==> config.mk <==
export PLATFORM = sky130hd
export DESIGN_NAME = alu_share_arbiter
export DESIGN_NICKNAME = d
export VERILOG_FILES = /design/src/rtl/alu_share_arbiter.sv
export SDC_FILE = /design/constraint.sdc
export NUM_CORES = 1
export LEC_CHECK = 0
export ABC_CLOCK_PERIOD_IN_PS = 6550
export CORE_MARGIN = 4
export CORE_UTILIZATION = 23
export DETAILED_ROUTE_END_ITERATION = 7
export GPL_ROUTABILITY_DRIVEN = 1
export PLACE_DENSITY_LB_ADDON = 0.2
export SYNTH_ARGS = -nofsm -noshare
export SYNTH_HDL_FRONTEND = slang
export SYNTH_SLANG_ARGS = --single-unit
==> constraint.sdc <==
create_clock -name clk -period 6.55 [get_ports clk]
set_input_delay 0.655 -clock clk [delete_from_list [all_inputs] [get_ports clk]]
set_output_delay 0.655 -clock clk [all_outputs]
set_load 0.05 [all_outputs]
==> src/rtl/alu_share_arbiter.sv <==
// Round-robin arbiter sharing one 32-bit ALU between NREQ valid/ready requesters.
// Each result is held with its requester index in a one-entry output register.
module alu_share_arbiter #(
    parameter int NREQ = 2,
    parameter int IDW  = 1
) (
    input  logic                 clk,
    input  logic                 rst_n,
    input  logic [NREQ-1:0]      req_valid,
    output logic [NREQ-1:0]      req_ready,
    input  logic [32*NREQ-1:0]   req_a,
    input  logic [32*NREQ-1:0]   req_b,
    input  logic [3*NREQ-1:0]    req_op,
    output logic                 rsp_valid,
    input  logic                 rsp_ready,
    output logic [31:0]          rsp_result,
    output logic [IDW-1:0]       rsp_id,
    output logic                 rsp_zero
);

    typedef enum logic {EMPTY, FULL} state_t;

    state_t          state_reg, state_next;
    logic [IDW-1:0]  rr_ptr_reg, rr_ptr_next;
    logic [31:0]     result_reg;
    logic [IDW-1:0]  id_reg;
    logic            zero_reg;

    logic [31:0]     a_arr  [NREQ];
    logic [31:0]     b_arr  [NREQ];
    logic [2:0]      op_arr [NREQ];

    logic            can_issue;
    logic            grant_found;
    logic [IDW-1:0]  grant_idx;
    logic [31:0]     a_sel, b_sel, alu_out;
    logic [2:0]      op_sel;

    generate
        for (genvar gi = 0; gi < NREQ; gi++) begin : g_unpack
            assign a_arr[gi]  = req_a[32*gi +: 32];
            assign b_arr[gi]  = req_b[32*gi +: 32];
            assign op_arr[gi] = req_op[3*gi +: 3];
        end
    endgenerate

    function automatic logic [31:0] alu_calc(input logic [31:0] a, input logic [31:0] b,
                                             input logic [2:0] op);
        logic [31:0] r;
        case (op)
            3'd0:    r = a | b;
            3'd1:    r = a & b;
            3'd2:    r = a ^ b;
            3'd3:    r = a + b;
            3'd4:    r = ~(a | b);
            3'd5:    r = ~(a & b);
            3'd6:    r = {31'd0, ($signed(a) < $signed(b))};
            default: r = a - b;
        endcase
        return r;
    endfunction

    assign can_issue = (state_reg == EMPTY) | rsp_ready;

    // Walk the requesters starting at rr_ptr; the first valid one wins.
    always_comb begin
        int idx;
        grant_found = 1'b0;
        grant_idx   = '0;
        idx         = 0;
        if (can_issue) begin
            for (int k = 0; k < NREQ; k++) begin
                idx = int'(rr_ptr_reg) + k;
                if (idx >= NREQ) idx = idx - NREQ;
                for (int i = 0; i < NREQ; i++) begin
                    if (i == idx && !grant_found && req_valid[i]) begin
                        grant_found = 1'b1;
                        grant_idx   = IDW'(i);
                    end
                end
            end
        end
    end

    always_comb begin
        req_ready = '0;
        for (int i = 0; i < NREQ; i++) begin
            req_ready[i] = rst_n & grant_found & (grant_idx == IDW'(i));
        end
    end

    always_comb begin
        a_sel  = '0;
        b_sel  = '0;
        op_sel = '0;
        for (int i = 0; i < NREQ; i++) begin
            if (grant_idx == IDW'(i)) begin
                a_sel  = a_arr[i];
                b_sel  = b_arr[i];
                op_sel = op_arr[i];
            end
        end
    end

    assign alu_out = alu_calc(a_sel, b_sel, op_sel);

    always_comb begin
        state_next  = state_reg;
        rr_ptr_next = rr_ptr_reg;
        if (grant_found) begin
            state_next  = FULL;
            rr_ptr_next = (grant_idx == IDW'(NREQ - 1)) ? '0 : grant_idx + IDW'(1);
        end else if (state_reg == FULL && rsp_ready) begin
            state_next = EMPTY;
        end
    end

    always_ff @(posedge clk or negedge rst_n) begin
        if (!rst_n) begin
            state_reg  <= EMPTY;
            rr_ptr_reg <= '0;
            result_reg <= '0;
            id_reg     <= '0;
            zero_reg   <= 1'b0;
        end else begin
            state_reg  <= state_next;
            rr_ptr_reg <= rr_ptr_next;
            if (grant_found) begin
                result_reg <= alu_out;
                id_reg     <= grant_idx;
                zero_reg   <= (alu_out == 32'd0);
            end
        end
    end

    assign rsp_valid  = (state_reg == FULL);
    assign rsp_result = result_reg;
    assign rsp_id     = id_reg;
    assign rsp_zero   = zero_reg;

endmodule

### Word-level counts from Yosys, hierarchy flattened

Cells that the tools add are included.

| storage, ports and cells | value |
|---|---|
| bits in registers | 36 |
| input bits | 139 |
| output and inout port bits | 37 |

| operators by class | value |
|---|---|
| add/subtract/negate cells | 6 |
| magnitude comparators | 3 |
| equality and inequality tests | 8 |
| mux-type cells | 23 |
| bitwise operators | 11 |
| reductions and logical operators | 16 |

Operators by type and width:

| operator | number |
|---|---|
| $pmux 32 s7 | 1 |
| $mux 32 | 6 |
| $logic_not 32->1 | 3 |
| $eq 2x32->1 const A | 2 |
| $not 32->32 | 2 |
| $add 32x32->32 | 1 |
| $and 32x32->32 | 1 |
| $lt 32x32->1 | 1 |
| $or 32x32->32 | 1 |
| $sub 32x32->32 | 1 |
| $xor 32x32->32 | 1 |
| $mux 1 | 15 |
| $eq 3x3->1 const B | 3 |
| $logic_and 1x1->1 | 8 |
| $eq 3x2->1 const B | 2 |
| $and 1x1->1 | 3 |
| $eq 3x1->1 const B | 1 |
| $logic_not 1->1 | 3 |
| $logic_not 3->1 | 1 |
| $mux 3 | 1 |
| $sub 1x2->3 const B | 1 |
| $sub 2x2->3 const B | 1 |
| $add 1x1->2 const B | 1 |
| $ge 1x2->1 const B | 1 |
| 5 further kinds | 6 |

### Depth between registers and ports, before layout

| logic depth | value |
|---|---|
| word-level depth | 27 |
| mapped depth | 22 |
| mapped depth without buffers | 17 |

### Worst setup path before layout

Ideal clock, no wire load.

| timing path | value |
|---|---|
| path kind | input to register |
| from | input port rsp_ready |
| to | register zero_reg, in the netlist rsp_zero |
| library setup time | 103 ps |
| arrival time | 5071 ps |
| data required time | 6447 ps |
| setup slack | 1375 ps |
| stages on the path | 21 |
| cell sequence | nand2b_1 -> buf_2 -> nand3_4 -> buf_2 -> buf_2 -> buf_1 -> clkbuf_1 -> nand2_1 -> nand2_1 -> ha_1 -> o21ba_2 -> or4_4 -> a211oi_2 -> a211oi_2 -> a221o_1 -> a22o_1 -> a211oi_2 -> and4b_1 -> and4b_1 -> nand4_1 -> o41ai_2 |

| between the ends | value |
|---|---|
| longest elaborated chain between the ends | 7 |
| elaborated cells on any way between the ends | 23 |

RTL lines:

| element | RTL line | text |
|---|---|---|
| start: declaration | 15 | `input logic rsp_ready,` |
| $or 1x1->1 * | 63 | `assign can_issue = (state_reg == EMPTY) \| rsp_ready;` |
| parallel branches: the longest is 6 deep, another holds $sub 32x32->32 | - |  |
| end signal: assignment | 131 | `zero_reg <= (alu_out == 32'd0);` |
| end: declaration | 27 | `logic zero_reg;` |

Every way passes the cells marked *.
A chain may end at the register's enable or synchronous reset.

### Worst setup path in the final report

Ends and elaborated chain as after synthesis.

==> impl_metrics.py <==
metrics = {
    "clocking": {
        "postCtsSetupBuffers": 0,
        "clock_latency_ns": 0.28,
        "cts_sinks": 36,
        "cts_tree": "built",
        "htreeDepth": 2,
        "numCtsBuffers": 5,
        "cts.reportedPaths.clkPinSlew_ns": 0.06,
        "clock_path_buffers": 2,
        "postCtsHoldBufs": 0,
        "clockRootBuffer": "clkbuf_16",
        "cts_resized": 0,
    },
    "timing": {
        "setup_tns_ns": 0,
        "rsz0062_at_grt": "no",
        "worstMarginPinSlew_ns": 1.16,
        "hold_viol_final": 0,
        "slew_headroom": 0.203,
        "finClkSkew_ns": 0.00106,
        "setup_viol": 0,
        "period_share": 0.871,
        "post-route-min-period_ns": 5.70,
        "slew_violations": 0,
        "clock.fmax_mhz": 175,
    },
    "finish": {
        "fin_util": 0.294,
        "largest_register_ffs": 32,
        "area_delta_synth_final_pct": 26.2,
        "diodes": 0,
        "drive_above_1_share": 0.0810,
        "num-nets-final": 1695,
        "fillerInstances": 4290,
    },
    "synthesis": {
        "synth_area_per_cell_sq_um": 6.86,
        "synth_cells": 1320,
        "synth.top_cells.by_area": "ha_1 (14%), nand2_1 (11%), dfrtp_1 (9.9%)",
        "synth_top_cell_area_share": 0.137,
        "synthMuxAreaShare": 0.0562,
        "synth_top_cell_by_area": "ha_1",
        "syn_area_sq_um": 9050,
        "yosysSeqAreaShare": 0.0995,
        "synth_top_family_by_area": "simple AND/OR/NAND/NOR gates",
        "ys_ff_latch": 36,
        "async_reset_ff_frac": 1.00,
        "synth_ff_type": "dfrtp_1",
        "synth_xor_xnor_area_share": 0.0232,
        "ys_types": 108,
        "synth-compound-area-share": 0.289,
        "synth_edf_count": 0,
        "syn-num-nets": 1560,
        "synthSimpleGateAreaFrac": 0.293,
        "synth_fa_ha_area_frac": 0.141,
        "yosysWarnings": 0,
    },
    "critical_path": {
        "r2r_slack_ns": 1.31,
        "timing.rr.start": "rr_ptr_reg",
        "criticalPathCategory": "in2reg",
        "reg2reg_depth": 17,
        "crit_fanout": 26,
        "start_kind": "primary input",
        "critPathRequiredTime_ns": 6.73,
        "endpoint_kind": "register",
        "crit_arrival_ns": 5.89,
        "timing.rr.end": "rsp_zero",
    },
    "detailed_routing": {
        "wirelength_microns": 41800,
        "drc": 0,
        "vias": 10500,
        "firstDrtPassIters": 5,
        "drt_iter0_drc": 980,
        "routedWlPerCell_microns": 21.2,
        "via_per_inst": 5.31,
        "ant_nets": 0,
    },
    "pwr": {
        "p_seq_frac": 0.135,
        "p_comb_frac": 0.747,
        "p_per_area_nw_per_um2": 205,
        "ir_drop_mv": 0.100,
        "p_leak_nw": 4.94,
        "cell_internal_pwr_w": 0.00108,
        "pwr-share-clk": 0.118,
        "switching_share": 0.538,
        "switchingPower_w": 0.00126,
    },
    "grt": {
        "grt.total_usage": 0.188,
        "grt_max_degree": 42,
        "antenna_found_initial": 0,
        "grt_pass1_wl_microns": 62300,
        "grt_pass1_vias": 9970,
        "grt_remaining_overflow": 0,
    },
    "floorplanning": {
        "die_h_microns": 206,
        "core_area_sq_um": 38800,
        "initial_core_util": 0.233,
        "die_area_sq_um": 42600,
        "die_w_microns": 206,
        "pin_count": 176,
        "floorplan.rows": 72,
    },
    "place": {
        "port_buffers": 175,
        "dpl.hpwl_microns": 33300,
        "gp_congestion": 0.928,
    },
    "hold_path": {
        "min_path_type": "in2async",
    },
    "flow_run": {
        "cap_violations": 0,
    },
    "run_status": {
        "status": "complete, no violations",
    },
}
==> per-stage QoR <==
step                      std cells  hold slack, ns  cell area [sq um]  total power [W]  setup slack, ns
after floorplan                1320           0.359               9050          0.00146             1.38
after global placement         1966           0.460              11300          0.00205            0.613
after detailed placement       1966           0.464              11300          0.00205            0.648
after CTS                      1974           0.479              11400          0.00234            0.926
after global routing           1974           0.504              11400          0.00250            0.439
final                          1974           0.474              11400          0.00234            0.847
==> synthesized netlist by cell type, drive strengths merged (11+ instances only) <==
master and count:
o31ai 20, mux2 11, nor2b 28, nand4 21, a21oi 106, xnor2 20, ha 99, inv 101
a21o 14, clkbuf 48, or3 11, nand2 262, nor4 17, nand3 41, a211oi 19, mux2i 34
o211ai 20, dfrtp 36, nor2 97, a31oi 16, nor3 30, o21ai 50, buf 37
==> final cells by class <==
class / instances / area (sq um) / area share
inverter: 101 / 379 / 0.0332
clock inverter: 3 / 42.5 / 0.00372
multi-input combinational: 1098 / 7290 / 0.638
clock buffer: 5 / 125 / 0.0109
sequential: 36 / 901 / 0.0788
tap: 518 / 648 / 0.0567
timing repair buffer: 213 / 2040 / 0.179
==> power by group through the flow <==
stage          clock, W  sequential [W]  combinational, W
2_1_floorplan         0        0.000523          0.000936
4_1_cts        0.000285        0.000317           0.00173
5_1_grt        0.000292        0.000326           0.00188
6_report       0.000276        0.000317           0.00175
3_5_place_dp          0        0.000322           0.00173
3_3_place_gp          0        0.000320           0.00173
==> kinds of logic after synthesis <==
| logic type | after synthesis |
|---|---|
| multiplexers | 47 |
| buffers and inverters | 186 |
| adder cells (fa/ha/maj) | 101 |
| XOR/XNOR | 24 |
| AO/OA/AOI/OAI | 370 |
| AND/OR/NAND/NOR | 556 |
| flip-flops | 36 |
==> critical path, cell delays in order <==
cell,delay (ns)
clkdlybuf4s50_1,0.47
nand2b_1,0.17
nand3_4,0.40
buf_4,0.36
mux2i_1,0.21
inv_1,0.09
ha_1,0.39
a21oi_1,0.30
o211ai_1,0.21
a41oi_1,0.54
a211oi_2,0.26
o41ai_2,0.61
o31ai_1,0.18
o31ai_1,0.23
nor4b_1,0.08
a211oi_1,0.20
nand3_1,0.15
o41ai_2,0.34
==> placed cells by master, fill, tap and decap left out, drive strengths merged, types with 9 or more instances in the layout <==
| cell type | n |
|---|---|
| a2111oi | 9 |
| a211o | 9 |
| a211oi | 19 |
| a21o | 14 |
| a21oi | 106 |
| a31oi | 16 |
| buf | 39 |
| clkdlybuf4s50 | 174 |
| dfrtp | 36 |
| ha | 99 |
| inv | 101 |
| mux2 | 11 |
| mux2i | 34 |
| nand2 | 262 |
| nand3 | 41 |
| nand4 | 21 |
| nor2 | 97 |
| nor2b | 28 |
| nor3 | 30 |
| nor4 | 17 |
| o211ai | 20 |
| o21ai | 50 |
| o21bai | 9 |
| o31ai | 20 |
| or3 | 11 |
| xnor2 | 20 |
==> worst max path at each step <==
| stage | startpoint | to | slack [ns] | cells past startpoint |
|---|---|---|---|---|
| 4_1_cts | req_valid[0] | rsp_zero | 0.93 | 18 |
| 6_report | rsp_ready | rsp_zero | 0.85 | 18 |
| 2_1_floorplan | rsp_ready | rsp_zero | 1.38 | 21 |
| 5_1_grt | req_valid[0] | rsp_zero | 0.44 | 18 |
| 3_3_place_gp | req_valid[0] | rsp_zero | 0.61 | 17 |
| 3_5_place_dp | req_valid[0] | rsp_zero | 0.65 | 17 |
==> per-layer routing <==
layer / vias to the layer above / track usage / share of wire
met5: - / 0 / 0
met4: 0 / 0.0397 / 0.021
met3: 69 / 0.0188 / 0.073
met2: 481 / 0.302 / 0.45
met1: 4940 / 0.272 / 0.46
li1: 4990 / - / -
(Power assumes the default switching activity.)
==> RTL edit 1 (same settings) <==
Change the parameter `NREQ` from 2 to 4.
--- a/src/rtl/alu_share_arbiter.sv
+++ b/src/rtl/alu_share_arbiter.sv
@@ -1,7 +1,7 @@
 // Round-robin arbiter sharing one 32-bit ALU between NREQ valid/ready requesters.
 // Each result is held with its requester index in a one-entry output register.
 module alu_share_arbiter #(
-    parameter int NREQ = 2,
+    parameter int NREQ = 4,
     parameter int IDW  = 1
 ) (
     input  logic                 clk,
Interface: changed (5 resized); port bits go from 176 to 314. No check against the original RTL was run, so the function may have changed too.
==> RTL edit 1 against the unedited design <==
Sequential power is 3% lower; combinational power hardly changed; cell count is 0.10% lower; clock skew is 0.0027 ns higher; design area is 0.23% higher; critical path depth stayed put; worst setup slack worse by 0.22 ns; routed wire length is 5.9% lower; maximum frequency is 3.7% lower; die area is 1.6% lower; total power is 0.83% lower; sequential cell count stayed put; synthesized area is 1.6% lower; highest routed layer unchanged.
==> RTL edit 1: results (changes against the unedited design) <==
[critical_path]
crit_fanout = 29  ; +12%
crit_path_top_delay_cell = ha_1
startpoint = req_valid[2]
rrSetupSlack_ns = 1.16  ; -0.15 ns
max_stage_delay_ns = 0.57  ; -0.04 ns
r2r_start = rr_ptr_reg
worst-r2r-cell-count = 17  ; unchanged
crit_arrival_ns = 6.14  ; +0.25 ns

[global_route]
grt_pass1_vias = 9665  ; -3.1%
antenna_found_initial = 0  ; unchanged
grt_max_degree = 44  ; +4.8%
grt_pass1_wl_mm = 58.3  ; -6.4%
grt.total_usage_pct = 17.8  ; -0.97 points

[yosys]
synth_fp_nets = 1690  ; +8.3%
synthXorXnorAreaFrac_pct = 2.65  ; +0.33 points
yosysWarnings = 0  ; unchanged
synthAdderAreaFrac_pct = 14.5  ; +0.37 points
synthMuxAreaShare_pct = 6.35  ; +0.72 points
synth_cell_types = 99  ; -8.3%
async_flop_share_pct = 100  ; unchanged
synth_compound_area_share_pct = 29.9  ; +0.94 points
synth_area_leaders = ha_1 (14%), nand2_1 (12%), dfrtp_1 (10%), mux2i_1 (5.1%), a21oi_1 (4.7%)
synth-seq-area-share_pct = 10.1  ; +0.16 points
synth_common_cells = nand2_1 (274), inv_1 (101), ha_1 (100)

[clocking]
htreeDepth = 2  ; unchanged

[run_status]
status = completed

[worst_hold_path]
min_path_cells = 2
hp-class = register to register
holdCritStartpoint = rsp_result[17]

[routing]
drt-met1-wl_mm = 18.8  ; -2.2%
wl_met2_mm = 17.0  ; -9.1%
wire_per_inst_um = 19.9  ; -5.8%
drtIter0Drc = 663  ; -32%
vias = 10100  ; -3.2%
met3_length_mm = 2.24  ; -27%
top_layer = met4

[placement]
place.gp.congestion = 0.929  ; about the same
port_buffers = 179  ; +2.3%
dpl.hpwl_mm = 31.8  ; -4.7%

[power_and_ir_drop]
p_leak_uw = 0.00502  ; +1.7%
ir_drop_mv = 0.102  ; +1.9%

[timing]
fin_worst_skew_ns = 0.00376  ; +0.00270 ns
hold_viol_final = 0  ; unchanged
tightest_slew_ns = 1.03  ; -0.127 ns

[cells_and_area]
nNetsFinal = 1837  ; +8.4%
fill_cells = 4203  ; -2.0%
drive_gt1_share_pct = 6.57  ; -1.5 points
antennaDiodeCount = 0  ; unchanged

==> RTL edit 1: how the worst min path moves through the flow <==
| stage | to |
|---|---|
| 5_1_grt | rsp_result[2] |
| 2_1_floorplan | rr_ptr_reg |
| 3_3_place_gp | rsp_result[21] |
| 3_5_place_dp | rsp_result[21] |
| 6_report | rsp_result[17] |
| 4_1_cts | rsp_result[2] |
==> RTL edit 1: per-stage QoR <==
step	total power (uW)	instance area [um^2]	hold slack, ns	setup slack (ns)	std cells
floorplan	1450	8910	0.359	1.06	1313
global placement	2030	11300	0.462	0.398	1964
detailed placement	2040	11300	0.463	0.359	1964
CTS	2320	11500	0.476	0.650	1972
global route	2480	11500	0.487	0.204	1972
finish	2320	11500	0.470	0.627	1972
==> RTL edit 1: final cells by class <==
type,count,area share [%]
Multi-Input combinational cell,1094,63.3
Timing Repair Buffer,219,18.4
Sequential cell,36,7.86
Tap cell,511,5.58
Inverter,104,3.41
Clock buffer,6,1.12
Clock inverter,2,0.306
==> RTL edit 1: kinds of logic after synthesis <==
| family | count (synthesis) |
|---|---|
| xor+xnor | 27 |
| fa+ha+maj | 102 |
| mux | 54 |
| buf+inv | 183 |
| simple gates | 537 |
| flops | 36 |
| compound gates | 374 |
==> RTL edit 1: layer usage <==
layer,vias up,GRT usage [%]
met5,-,0
met2,350,28.2
met4,0,5.74
li1,4953,-
met1,4773,25.4
met3,65,1.88
==> RTL edit 1: power by group <==
| group | switching (uW) | internal, uW | total, uW |
|---|---|---|---|
| registers | 31.5 | 277 | 308 |
| logic | 1110 | 637 | 1750 |
| clock network | 86.6 | 179 | 265 |
==> RTL edit 2 (same settings) <==
Without the edit above. Reset style: synchronous (`rst_n`), changed in one clocked block.
--- a/src/rtl/alu_share_arbiter.sv
+++ b/src/rtl/alu_share_arbiter.sv
@@ -115,7 +115,7 @@
         end
     end
 
-    always_ff @(posedge clk or negedge rst_n) begin
+    always_ff @(posedge clk) begin
         if (!rst_n) begin
             state_reg  <= EMPTY;
             rr_ptr_reg <= '0;
Formal check against the unedited RTL: differs if rst_n is asserted again (counterexample within 4 cycles, from zero or initial values and one cycle with rst_n low); with rst_n held inactive, the same outputs for 10 cycles.
==> RTL edit 2 against the unedited design <==
Count of clock-buffer cells in the layout grew 1; routed wire length is essentially flat; synthesized area shrank 3.9%; die area shrank 3.7%; combinational power shrank 11%; total power shrank 10%; design area shrank 0.97%; non-clock buffer count grew 13; worst setup slack lost 0.28 ns; maximum frequency shrank 4.6%; sequential cell count is the same.
==> RTL edit 2: results (changes against the unedited design) <==
[routing]
vias_per_cell = 5.27  ; -0.82%
wire_per_inst_um = 21.2  ; +0.19%
drtIter0Drc = 1124  ; +15%
wl_mm = 41.9  ; about the same

[power_and_ir_drop]
p_int_uw = 1010  ; -7.0%
p_seq_share_pct = 12.7  ; -0.8 points
ir_drop_mv = 0.102  ; +1.2%
p_seq_uw = 268  ; -15%
pwr-share-comb_pct = 74.3  ; -0.4 points
p_leak_uw = 0.00492  ; -0.27%

[critical_path]
critical-path-top-delay-family = compound AO/OA/AOI/OAI gates
startpoint = req_valid[1]
r2r_start = rr_ptr_reg
rrSetupSlack_ns = 1.13  ; -0.18 ns
crit_fanout = 13  ; -50%
crit_path_top_delay_cell = clkdlybuf4s50_1
max_stage_delay_ns = 0.61  ; about the same
crit_arrival_ns = 6.20  ; +0.31 ns
path_class = primary input to register
r2r-end = rsp_zero
worst-r2r-cell-count = 18  ; +1

[global_route]
grt_pass1_wl_mm = 62.7  ; +0.55%
grt.total_usage_pct = 19.4  ; +0.60 points
grt_max_degree = 32  ; -24%
antenna_found_initial = 0  ; unchanged
grt_pass1_vias = 10200  ; +1.9%

[yosys]
async_flop_share_pct = 0  ; -100 points
synth_common_cells = nand2_1 (250), a21oi_1 (108), inv_1 (105)
synth_area_leaders = ha_1 (14%), nand2_1 (11%), dfxtp_1 (8.3%), a21oi_1 (6.2%), inv_1 (4.5%)
ys_dominant_reg_cell = dfxtp_1
synth_cell_types = 89  ; -18%
syn_avg_cell_area_um2 = 6.60  ; -3.9%
synth_fp_nets = 1560  ; unchanged
synth-seq-area-share_pct = 8.28  ; -1.7 points
yosysWarnings = 0  ; unchanged

[cells_and_area]
largest_reg_flops = 32  ; unchanged
drive_gt1_share_pct = 6.54  ; -1.6 points
nNetsFinal = 1707  ; +0.71%
fill_cells = 4106  ; -4.3%

[clocking]
root_buffer = clkbuf_16
post_cts_buffers = 0  ; unchanged
path_clk_slew_ns = 0.06  ; about the same
clockBufferDepth = 2  ; unchanged
clock_latency_ns = 0.28  ; about the same
cts_resized = 0  ; unchanged

[placement]
port_buffers = 175  ; unchanged
place_ws_ns = 0.362  ; -0.286 ns
place.gp.congestion = 0.980  ; +5.5%
dp.cells = 1964  ; -0.10%
dpl.hpwl_mm = 34.0  ; +1.9%
placed_area_mm2 = 0.0112  ; -0.96%

[timing]
fin_worst_skew_ns = 0.00685  ; +0.00579 ns
maxSlewHeadroom_pct = 24.5  ; +4.2 points
min_period_over_period_pct = 91.3  ; +4.2 points
whs_ns = 0.453  ; -0.0218 ns

[worst_hold_path]
hp-class = register to register
min_to = rsp_result[8]
holdCritStartpoint = rsp_result[8]

[run_status]
status = completed

## RTL edit 2: routing by layer
| metal | up-vias | track usage, % | share of wire [%] |
|---|---|---|---|
| met2 | 415 | 30.8 | 44 |
| li1 | 4995 | - | - |
| met4 | 0 | 3.49 | 1.4 |
| met1 | 4934 | 27.9 | 47 |
| met3 | 40 | 3.15 | 7.0 |
| met5 | - | 0 | 0 |
## RTL edit 2: area by class of cell
class	count	area (um^2)	area share, %
Clock buffer	6	129	1.14
Clock inverter	2	35.0	0.309
Inverter	106	398	3.51
Multi-Input combinational cell	1092	7260	64.1
Sequential cell	36	721	6.37
Tap cell	504	631	5.57
Timing Repair Buffer	226	2150	19.0
## RTL edit 2: logic make-up (layout without fill, tap and decap cells)
group,Yosys count,after routing,share of synthesized area (%)
muxes,39,39,4.73
xor gates and xnor gates,51,51,5.13
AOI/OAI and AO/OA,391,391,31.8
adders and majority gates,101,101,14.7
and+or+nand+nor,510,510,26.7
buffers and inverters,192,340,8.70
DFF,36,36,8.28
